<file path="src/rtl/updown_pkg.sv">
// Shared constants for the parametrised up/down counter: bound behaviour and count direction encodings.
package updown_pkg;

  localparam logic MODE_WRAP = 1'b0;
  localparam logic MODE_SAT  = 1'b1;

  localparam logic DIR_UP    = 1'b1;
  localparam logic DIR_DOWN  = 1'b0;

endpackage

</file>
<file path="src/rtl/updown_next.sv">
// Combinational next-count logic: one step up or down with bound detection, wrapping to the exact bound or saturating there.
module updown_next
  import updown_pkg::*;
#(
  parameter int WIDTH  = 8,
  parameter int STEP_W = 4
) (
  input  logic [WIDTH-1:0]  q,
  input  logic              dir,
  input  logic [STEP_W-1:0] step,
  input  logic [WIDTH-1:0]  min_val,
  input  logic [WIDTH-1:0]  max_val,
  input  logic              mode,
  output logic [WIDTH-1:0]  next_q,
  output logic              evt
);

  logic [WIDTH:0]   step_x;
  logic [WIDTH:0]   sum_x;
  logic [WIDTH-1:0] step_w;

  assign step_x = (WIDTH+1)'(step);
  assign step_w = WIDTH'(step);
  // Extra top bit keeps q + step from aliasing back below max_val.
  assign sum_x  = {1'b0, q} + step_x;

  always_comb begin
    next_q = q;
    evt    = 1'b0;
    if ((step != '0) && (min_val <= max_val)) begin
      if (dir == DIR_UP) begin
        if (sum_x > {1'b0, max_val}) begin
          evt    = 1'b1;
          next_q = (mode == MODE_SAT) ? max_val : min_val;
        end else begin
          next_q = sum_x[WIDTH-1:0];
        end
      end else begin
        // The subtraction is only evaluated once q >= min_val, so it never underflows.
        if ((q < min_val) || ((q - min_val) < step_w)) begin
          evt    = 1'b1;
          next_q = (mode == MODE_SAT) ? min_val : max_val;
        end else begin
          next_q = q - step_w;
        end
      end
    end
  end

endmodule

</file>
<file path="src/rtl/updown_counter_p.sv">
// Parametrised up/down counter with load, enable, runtime bounds, wrap/saturate mode, terminal-count pulse and sticky overflow.
module updown_counter_p
  import updown_pkg::*;
#(
  parameter int               WIDTH   = 8,
  parameter int               STEP_W  = 4,
  parameter logic [WIDTH-1:0] RST_VAL = '0
) (
  input  logic              clk,
  input  logic              rst,
  input  logic              en,
  input  logic              dir,
  input  logic              load,
  input  logic [WIDTH-1:0]  load_val,
  input  logic [STEP_W-1:0] step,
  input  logic [WIDTH-1:0]  min_val,
  input  logic [WIDTH-1:0]  max_val,
  input  logic              mode,
  input  logic              clr_ovf,
  output logic [WIDTH-1:0]  q,
  output logic              at_max,
  output logic              at_min,
  output logic              tc,
  output logic              ovf
);

  logic [WIDTH-1:0] cnt_q, cnt_d;
  logic             tc_q, tc_d;
  logic             ovf_q, ovf_d;
  logic [WIDTH-1:0] nxt;
  logic             evt;

  updown_next #(
    .WIDTH  (WIDTH),
    .STEP_W (STEP_W)
  ) u_next (
    .q       (cnt_q),
    .dir     (dir),
    .step    (step),
    .min_val (min_val),
    .max_val (max_val),
    .mode    (mode),
    .next_q  (nxt),
    .evt     (evt)
  );

  // load beats en; a boundary event beats clr_ovf.
  always_comb begin
    cnt_d = cnt_q;
    tc_d  = 1'b0;
    ovf_d = clr_ovf ? 1'b0 : ovf_q;
    if (load) begin
      cnt_d = load_val;
    end else if (en) begin
      cnt_d = nxt;
      tc_d  = evt;
      if (evt) begin
        ovf_d = 1'b1;
      end
    end
  end

  always_ff @(posedge clk or posedge rst) begin
    if (rst) begin
      cnt_q <= RST_VAL;
      tc_q  <= 1'b0;
      ovf_q <= 1'b0;
    end else begin
      cnt_q <= cnt_d;
      tc_q  <= tc_d;
      ovf_q <= ovf_d;
    end
  end

  assign q      = cnt_q;
  assign tc     = tc_q;
  assign ovf    = ovf_q;
  assign at_max = (cnt_q == max_val);
  assign at_min = (cnt_q == min_val);

endmodule

</file>
<file path="config.mk">
export PLATFORM = sky130hd
export DESIGN_NAME = updown_counter_p
export DESIGN_NICKNAME = d
export VERILOG_FILES = /design/src/rtl/updown_pkg.sv /design/src/rtl/updown_next.sv /design/src/rtl/updown_counter_p.sv
export SDC_FILE = /design/constraint.sdc
export NUM_CORES = 1
export LEC_CHECK = 0
export BUFFER_PORTS_ARGS = -buffer_cell sky130_fd_sc_hd__buf_2
export CORE_ASPECT_RATIO = 0.75
export CORE_MARGIN = 5
export CORE_UTILIZATION = 30
export CTS_CLUSTER_SIZE = 10
export DETAILED_ROUTE_END_ITERATION = 10
export PLACE_DENSITY_LB_ADDON = 0.2
export SYNTH_ARGS = -nofsm -noshare
export SYNTH_HDL_FRONTEND = slang
export SYNTH_SLANG_ARGS = --single-unit
export TNS_END_PERCENT = 30
</file>
<file path="constraint.sdc">
create_clock -name clk -period 9.73 [get_ports clk]
set_input_delay 1.946 -clock clk [delete_from_list [all_inputs] [get_ports clk]]
set_output_delay 1.946 -clock clk [all_outputs]
set_load 0.02 [all_outputs]
</file>
==> run_results.csv, run 1 <==
group,metric,value,unit
layout,syn_to_final_growth,15.8,%
synth,synth_fp_nets,373,
clocking,cts_tree,"done",
synth,async_flop_share,1.00,
floorplan,initial_core_util,0.309,
timing,fin_tns_setup,0,ns
synth,synth_cell_types,55,
worst_setup_path,r2r_cells,14,
timing,max-slew-margin-rel,0.394,
pwr,leakage,1.20,nW
detailed_routing,avgRoutedWirePerCell,17.3,µm
detailed_routing,routed_via_density,5.40,
worst_setup_path,r2r_end,"q[7]",
worst_hold_path,hold_end,"ovf",
timing,rsz0062_at_grt,"no",
worst_setup_path,critPathKind,"in -> reg",
timing,tightest_slew,0.910,ns
worst_hold_path,hp-start,"ovf",
placed_design,dp_slack,3.98,ns
clocking,clockBufferDepth,2,
clocking,cts_made_buffers,3,
global_route,grt-ovfl-total,0,
worst_setup_path,path_common_cell,"ha_1",
worst_setup_path,worstPathCellList,"buf_2, ha_1, fa_1, nor2b_1, o21ai_0, and2_1, xnor2_1, ha_1, and4_1, a21boi_0, o41ai_1, o21ai_1, o211ai_1, o31ai_1, o31a_1",
detailed_routing,drtIter0Drc,151,
detailed_routing,vias,2370,
pwr,cellPowerDensity,152,mW/mm²
layout,n_antenna_cell,0,
timing,finalMaxSlewViolations,0,
worst_setup_path,critPathMaxStageDelay,0.46,ns
placed_design,portBuffers,46,
floorplan,die_x,111,µm
worst_setup_path,required,9.86,ns
floorplan,die_h,85.5,µm
placed_design,dp_hpwl,6470,µm
outcome,status,"finished, final reports clean",
placed_design,gp_congestion,0.874,
timing,setup_violations,0,
detailed_routing,postRouteAntennaNets,0,
synth,yosysSeqAreaShare,0.110,
timing,timing.final.crit_share,0.573,
timing,fin_crit,5.57,ns
synth,synth-edff-count,0,
floorplan,dieArea,0.00945,mm²
layout,seq_area,250,µm²
floorplan,io_pins,47,
worst_setup_path,startpoint_type,"input pin",
layout,n_fill_cell,804,
global_route,grt_antenna_before_repair,0,
pwr,ir_drop,0.0000451,V
floorplan,fp-row-count,27,
synth,syn_avg_cell_area,7.59,µm²
clocking,cts_resized,0,
clocking,cts.htree.levels,1,
layout,fin_util,0.358,
global_route,grt.total_usage,0.156,
synth,yosysWarnings,0,
layout,multi_input_area,0.00184,mm²
floorplan,core-area,0.00736,mm²
global_route,grt_pass1_wl,11900,µm
clocking,cts_setup_buffers,0,
worst_setup_path,slowest_stage,"o41ai_1",
synth,synth_flop_cell,"dfrtp_1",
worst_setup_path,crit_path_end_kind,"flop",
global_route,grt_pass1_vias,2241,
detailed_routing,post-route-drc-count,0,
clocking,clkLatencyLatePin,0.24,ns
clocking,clock-sinks,10,
detailed_routing,first_pass_iters,4,
synth,synthCells,300,
detailed_routing,routed_wl,7580,µm
timing,hold_violations,0,
timing,worst_slack,4.16,ns
layout,final_nets,412,
worst_hold_path,min_path_type,"reg -> reg",
timing,max_freq,179,MHz
pwr,power,0.400,mW
worst_setup_path,rr_startpoint,"q[0]",
clocking,clockRootBuffer,"clkbuf_8",
run,maxCapViolCount,0,
timing,fin_skew,0.00433,ns
worst_setup_path,arrival,5.70,ns
synth,netlist_area,0.00228,mm²
synth,ys_seq_elements,10,
layout,layout-drive-gt1-share,0.169,
worst_setup_path,rrSetupSlack,5.55,ns
clocking,path_clk_slew,0.06,ns
global_route,grt_start_max_net_pins,27,
worst_setup_path,critPathMaxFanout,13,
worst_hold_path,hold_depth,2,
clocking,hold_buffers,0,
-- flip-flops by register name, indices dropped and copies added, names as in the netlist --
signal  cells
q           8
ovf         1
tc          1
-- critical path: cells and delay by family --
kind,cells,cell delay [ns]
compound gates,7,1.99
xor+xnor,1,0.17
fa+ha+maj,3,0.92
buf+inv,1,0.13
simple gates,3,0.56
-- cell families after synthesis --
group,after synthesis,synth area share
muxes,11,0.0484
buffers and inverters,47,0.0802
xor gates and xnor gates,19,0.0731
AOI/OAI and AO/OA,95,0.293
adders and majority gates,38,0.219
DFF,10,0.110
and+or+nand+nor,80,0.177
-- worst max path at each step --
stage,end,cells after the start,from,slack [ns]
floorplan,q[7],14,step[0],4.78
global placement,q[7],15,step[0],4.06
detailed placement,q[7],15,step[0],3.98
CTS,q[7],15,step[0],4.21
global route,q[7],15,step[0],3.90
finish,q[7],15,step[0],4.16
-- area by class of cell --
cell class	instances	area share
multi-input combinational	243	0.699
sequential	10	0.0949
timing repair buffer	46	0.0873
inverter	35	0.0498
tap	101	0.0479
clock buffer	4	0.0209
-- metal layers --
metal,GRT usage,share of wire,vias to the layer above
met2,0.230,0.40,67
li1,-,-,1179
met5,0,0,-
met3,0.0185,0.052,4
met4,0.0302,0.0066,0
met1,0.240,0.54,1120
-- cell usage in the layout (no fill, tap or decap), types with 8 or more instances in the layout --
master	n
nor3_1	8
dfrtp_1	10
o21ai_0	15
a21oi_1	18
o211ai_1	15
ha_1	35
mux2i_1	11
xnor2_1	17
inv_1	35
buf_2	46
nand2_1	18
nor2_1	18
-- report_power, final --
group	total, mW	switching [mW]	leakage, nW	internal (mW)
clock network	0.0553	0.0195	0.0288	0.0358
logic	0.277	0.163	1.06	0.114
registers	0.0681	0.0196	0.118	0.0485
-- cells in the mapped netlist, types with 7 or more instances --
cell       n  area share
xnor2_1   17       0.065
dfrtp_1   10        0.11
o21ai_0   15       0.033
o211ai_1  15       0.049
nor3_1     8       0.018
a21oi_1   18       0.040
ha_1      35        0.19
nor2_1    18       0.030
nor2b_1    7       0.019
mux2i_1   11       0.048
clkbuf_1   7       0.012
nand2_1   18       0.030
inv_1     35       0.058
-- metrics by stage --
step	area, µm²	std cells	hold slack [ns]
6_report	2640	439	0.524
2_1_floorplan	2280	300	0.610
5_1_grt	2640	439	0.572
3_3_place_gp	2580	435	0.507
3_5_place_dp	2580	435	0.512
4_1_cts	2640	439	0.525
(Power assumes the default switching activity.)
==> run 2, diff against run 1 <==
clock period = 4.6 ns   (was 9.73 ns; I/O delays follow)
==> run 2 against run 1 <==
  * Clock power up 99%
  * Sequential share of layout area down 0.080 points
  * Routed wire length decreased by 0.67%
  * Clock skew increased by 0.0029 ns
  * Worst hold slack gained 0.0069 ns
  * Worst setup slack got worse by 3.9 ns
  * Largest cell class unchanged
==> run_results.csv, run 2 (synthesis gave the netlist of run 1 again) <==
group,metric,value,unit
outcome,status,"finished, final reports clean",
layout,largest_register_ffs,8,
global_route,grt.total_usage,0.161,
timing,max_freq,231,MHz
timing,fin_tns_setup,0,ns
pwr,p_clk_frac,0.130,
floorplan,core-area,0.00736,mm²
detailed_routing,postRouteAntennaNets,0,
clocking,cts_tree,"done",
layout,final_cell_mix,"46 x buf_2, 35 x inv_1, 35 x ha_1",
pwr,power_frac_seq,0.169,
clocking,clockRootBuffer,"clkbuf_8",
clocking,cts_setup_buffers,0,
pwr,cellPowerDensity,319,mW/mm²
worst_hold_path,min_path_type,"reg -> reg",
global_route,grt_start_max_net_pins,27,
global_route,grt_antenna_before_repair,0,
detailed_routing,routed_wl,7530,µm
worst_setup_path,startpoint_type,"input pin",
floorplan,die_h,85.5,µm
detailed_routing,post-route-drc-count,0,
global_route,met2_usage,0.247,
timing,rsz0062_at_grt,"no",
layout,syn_to_final_growth,16.8,%
layout,final_nets,415,
pwr,leakage,1.22,nW
worst_setup_path,required,4.76,ns
detailed_routing,drtIter0Drc,210,
floorplan,io_pins,47,
clocking,cts.htree.levels,1,
placed_design,portBuffers,46,
clocking,cts_resized,0,
detailed_routing,first_pass_iters,4,
global_route,grt_pass1_wl,12400,µm
timing,fin_skew,0.00720,ns
worst_setup_path,critPathKind,"in -> reg",
placed_design,gp_congestion,0.843,
floorplan,dieArea,0.00945,mm²
clocking,hold_buffers,0,
clocking,clkLatencyLatePin,0.24,ns
pwr,ir_drop,0.0000822,V
clocking,clock-sinks,10,
layout,multi_input_area,0.00184,mm²
layout,fin_util,0.361,
timing,setup_violations,0,
global_route,grt.busiest_layer,"met2",
floorplan,die_x,111,µm
pwr,power,0.848,mW
clocking,path_clk_slew,0.05,ns
placed_design,dp_hpwl,6520,µm
layout,n_fill_cell,836,
clocking,clockBufferDepth,2,
global_route,grt-ovfl-total,0,
floorplan,fp-row-count,27,
worst_setup_path,rrSetupSlack,0.62,ns
worst_setup_path,arrival,4.48,ns
pwr,intPower,0.427,mW
layout,layout_commonest_cell,"buf_2",
floorplan,initial_core_util,0.309,
timing,hold_violations,0,
detailed_routing,vias,2395,
pwr,combinationalPowerShare,0.701,
layout,n_antenna_cell,0,
run,maxCapViolCount,0,
timing,whs,0.531,ns
global_route,grt_pass1_vias,2386,
timing,finalMaxSlewViolations,0,
detailed_routing,avgRoutedWirePerCell,17.0,µm
layout,seq_area,250,µm²
detailed_routing,routed_via_density,5.42,
worst_setup_path,critPathMaxFanout,8,
pwr,swShare,0.496,
layout,layout-drive-gt1-share,0.176,
timing,tightest_slew,0.700,ns
clocking,cts_made_buffers,3,
timing,timing.final.crit_share,0.939,
pwr,power_switching,0.420,mW
timing,max-slew-margin-rel,0.531,
global_route,gr-usage-met1,0.244,
timing,fin_crit,4.32,ns
worst_setup_path,crit_path_end_kind,"flop",
global_route,use_met3,0.0143,
## run 2: cell types whose count changed in the layout (fill, tap and decap cells not counted), sizes merged
cell / before / now
buf: 46 / 49
## run 2: path summary, 6_finish.rpt
path                          from  endpoint  cells after the start
setup / recovery           step[0]      q[4]                     16
hold / removal                 ovf       ovf                      2
setup reg to reg              q[0]      q[4]                     15
hold reg to reg                ovf       ovf                      2
max in group asynchronous      rst      q[0]                      2
min in group asynchronous      rst       ovf                      2
## run 2: final cells by class
class                   instances  share of cell area
multi-input cells             243               0.693
repair buffers                 49              0.0950
flip-flops and latches         10              0.0941
inverters                      35              0.0494
well taps                     101              0.0475
clock buffers                   4              0.0207
## run 2: power groups by stage
stage                     Sequential, mW  Combinational [mW]  Clock (mW)
after global routing               0.148               0.662       0.116
final                              0.143               0.594       0.110
after floorplan                    0.139               0.429           0
after detailed placement           0.144               0.592           0
after CTS                          0.143               0.595       0.110
after global placement             0.145               0.587           0
## run 2: worst max-delay path, stage by stage
cell      delay (ns)
buf_2           0.13
ha_1            0.22
fa_1            0.40
nor2b_1         0.15
o21ai_0         0.25
and2_1          0.22
xnor2_1         0.18
ha_1            0.29
and4_1          0.19
a21boi_0        0.14
o41ai_1         0.46
o21ai_1         0.26
buf_4           0.23
o211ai_1        0.09
o211ai_1        0.14
a31oi_1         0.20
## run 2: layer usage
layer,share of wire,vias to the layer above
met5,0,-
met4,0.0089,0
met3,0.046,7
met2,0.41,67
met1,0.53,1138
li1,-,1183
## run 2: per-stage QoR
stage / setup WS [ns] / cells / area (µm²)
global placement: 0.151 / 438 / 2610
floorplan: 0.676 / 300 / 2280
detailed placement: 0.0817 / 438 / 2610
finish: 0.279 / 442 / 2660
global route: 0.106 / 442 / 2660
CTS: 0.314 / 442 / 2660
==> run 3, diff against run 2 <==
ABC_AREA = 1   (was not set)
==> run 3 against run 2 <==
  * Clock skew shrank 0.0068 ns
  * Final cell count grew 26%
  * First-iteration DRC count shrank 25%
  * Critical path type unchanged
==> run_results.csv, run 3 <==
group,metric,value,unit
outcome,status,"finished, final reports clean",
global_route,grt-ovfl-total,0,
synth,syn_avg_cell_area,5.97,µm²
global_route,grt.total_usage,0.153,
synth,synth_cell_types,32,
placed_design,portBuffers,46,
worst_hold_path,min_path_type,"reg -> reg",
timing,hold_violations,0,
clocking,clock-sinks,10,
layout,n_fill_cell,914,
timing,fin_tns_setup,0,ns
pwr,ir_drop,0.000106,V
synth,synthCells,411,
worst_setup_path,critPathKind,"in -> reg",
detailed_routing,avgRoutedWirePerCell,13.9,µm
global_route,grt_start_max_net_pins,33,
clocking,cts_made_buffers,3,
pwr,cellPowerDensity,368,mW/mm²
worst_setup_path,crit_path_end_kind,"flop",
clocking,cts_setup_buffers,0,
layout,n_antenna_cell,0,
placed_design,gp_congestion,0.913,
timing,tightest_slew,0.733,ns
worst_setup_path,arrival,3.83,ns
floorplan,die_h,88.3,µm
timing,setup_violations,0,
global_route,grt_pass1_wl,12200,µm
synth,synth-edff-count,0,
synth,yosysWarnings,0,
synth,yosysTopAreaCell,"nand2_1",
global_route,grt_antenna_before_repair,0,
detailed_routing,routed_via_density,4.81,
run,maxCapViolCount,0,
worst_setup_path,slowest_stage,"fa_1",
synth,async_flop_share,1.00,
layout,final_cell_mix,"125 x nand2_1, 59 x inv_1, 48 x nand3_1",
synth,synth_common_cells,"125 x nand2_1, 59 x inv_1, 48 x nand3_1",
pwr,leakage,1.58,nW
worst_setup_path,startpoint_type,"input pin",
synth,yosysMostFrequentCell,"nand2_1",
synth,synth_flop_cell,"dfrtp_1",
synth,ys_seq_elements,10,
layout,final_nets,525,
synth,yosys-top-cells-area,"nand2_1 19%, ha_1 18%, dfrtp_1 10%, nand3_1 9.8%, inv_1 9.0%",
pwr,power,1.03,mW
timing,fin_skew,0.000421,ns
floorplan,fp-row-count,28,
synth,synthDominantCellAreaShare,0.191,
worst_setup_path,critPathMaxFanout,9,
clocking,cts_tree,"done",
synth,synth_fp_nets,484,
worst_setup_path,path_common_cell,"nand2_1",
clocking,clockBufferDepth,2,
worst_setup_path,required,4.72,ns
detailed_routing,vias,2669,
clocking,cts_resized,0,
placed_design,dp_hpwl,6630,µm
floorplan,io_pins,47,
detailed_routing,postRouteAntennaNets,0,
synth,yosysSeqAreaShare,0.102,
clocking,cts.htree.levels,1,
timing,timing.final.crit_share,0.806,
detailed_routing,routed_wl,7700,µm
timing,finalMaxSlewViolations,0,
detailed_routing,drtIter0Drc,158,
worst_setup_path,worstPathCellList,"buf_2, ha_1, fa_1, nand3_1, nand2_1, nand3_2, xor2_1, inv_1, ha_1, nand2_1, nor2_1, nand2_1, nand2_1, nand2_1, nand2_1, nand2_1, nand2_2, nand2_1, nand3_1, nand3_1, nand2_1, nand2_1",
layout,layout-drive-gt1-share,0.149,
layout,layout_commonest_cell,"nand2_1",
global_route,grt_pass1_vias,2436,
clocking,clockRootBuffer,"clkbuf_8",
layout,largest_register_ffs,8,
detailed_routing,first_pass_iters,5,
clocking,path_clk_slew,0.04,ns
floorplan,die_x,114,µm
worst_setup_path,critPathMaxStageDelay,0.41,ns
timing,max-slew-margin-rel,0.509,
timing,fin_crit,3.71,ns
clocking,hold_buffers,0,
floorplan,core-area,0.00792,mm²
timing,rsz0062_at_grt,"no",
timing,max_freq,270,MHz
clocking,clkLatencyLatePin,0.23,ns
floorplan,initial_core_util,0.310,
detailed_routing,post-route-drc-count,0,
floorplan,dieArea,0.0101,mm²
synth,netlist_area,0.00245,mm²
layout,syn_to_final_growth,14.5,%
run 3: worst paths after layout:
kind	slack, ns	start	cells after the start	end
max	0.89	step[0]	22	q[3]
min	0.53	ovf	2	ovf
max reg2reg	1.25	q[2]	21	q[3]
min reg2reg	0.53	ovf	2	ovf
max in group asynchronous	3.66	rst	2	ovf
min in group asynchronous	0.66	rst	2	q[3]
run 3: critical path: cells and delay by family:
kind	cells	cell delay (ns)
XOR/XNOR	1	0.17
AND/OR/NAND/NOR	16	1.62
buffers and inverters	2	0.20
adder cells (fa/ha/maj)	3	0.93
run 3: final cells by class:
cell class,count,area (µm²),share of cell area
multi-input combinational,329,1920,0.684
sequential,10,250,0.0891
inverter,62,233,0.0829
timing repair buffer,46,230,0.0820
tap,105,131,0.0468
clock buffer,3,41.3,0.0147
run 3: power by group:
| group | switching (mW) | leakage [nW] | internal (mW) |
|---|---|---|---|
| Sequential | 0.0522 | 0.122 | 0.107 |
| Combinational | 0.501 | 1.43 | 0.287 |
| Clock | 0.0308 | 0.0216 | 0.0570 |
| Total | 0.584 | 1.58 | 0.450 |
run 3: cell families after synthesis:
group | share of synthesized area
simple gates | 0.397
compound gates | 0.122
buf+inv | 0.114
flops | 0.102
xor+xnor | 0.0607
fa+ha+maj | 0.203
run 3: layer usage:
layer | share of wire | vias to the layer above | global-route usage
li1 | - | 1408 | -
met1 | 0.53 | 1191 | 0.234
met2 | 0.40 | 66 | 0.228
met3 | 0.060 | 4 | 0.0267
met4 | 0.0047 | 0 | 0.0194
met5 | 0 | - | 0
run 3: stage by stage:
step | hold slack [ns] | cells | util | cell area, µm² | setup slack [ns]
2_1_floorplan | 0.625 | 411 | - | 2450 | 1.22
3_3_place_gp | 0.523 | 552 | 0.349 | 2770 | 0.716
3_5_place_dp | 0.525 | 552 | 0.349 | 2770 | 0.696
4_1_cts | 0.532 | 555 | 0.355 | 2810 | 0.933
5_1_grt | 0.574 | 555 | 0.355 | 2810 | 0.558
6_report | 0.531 | 555 | 0.355 | 2810 | 0.891
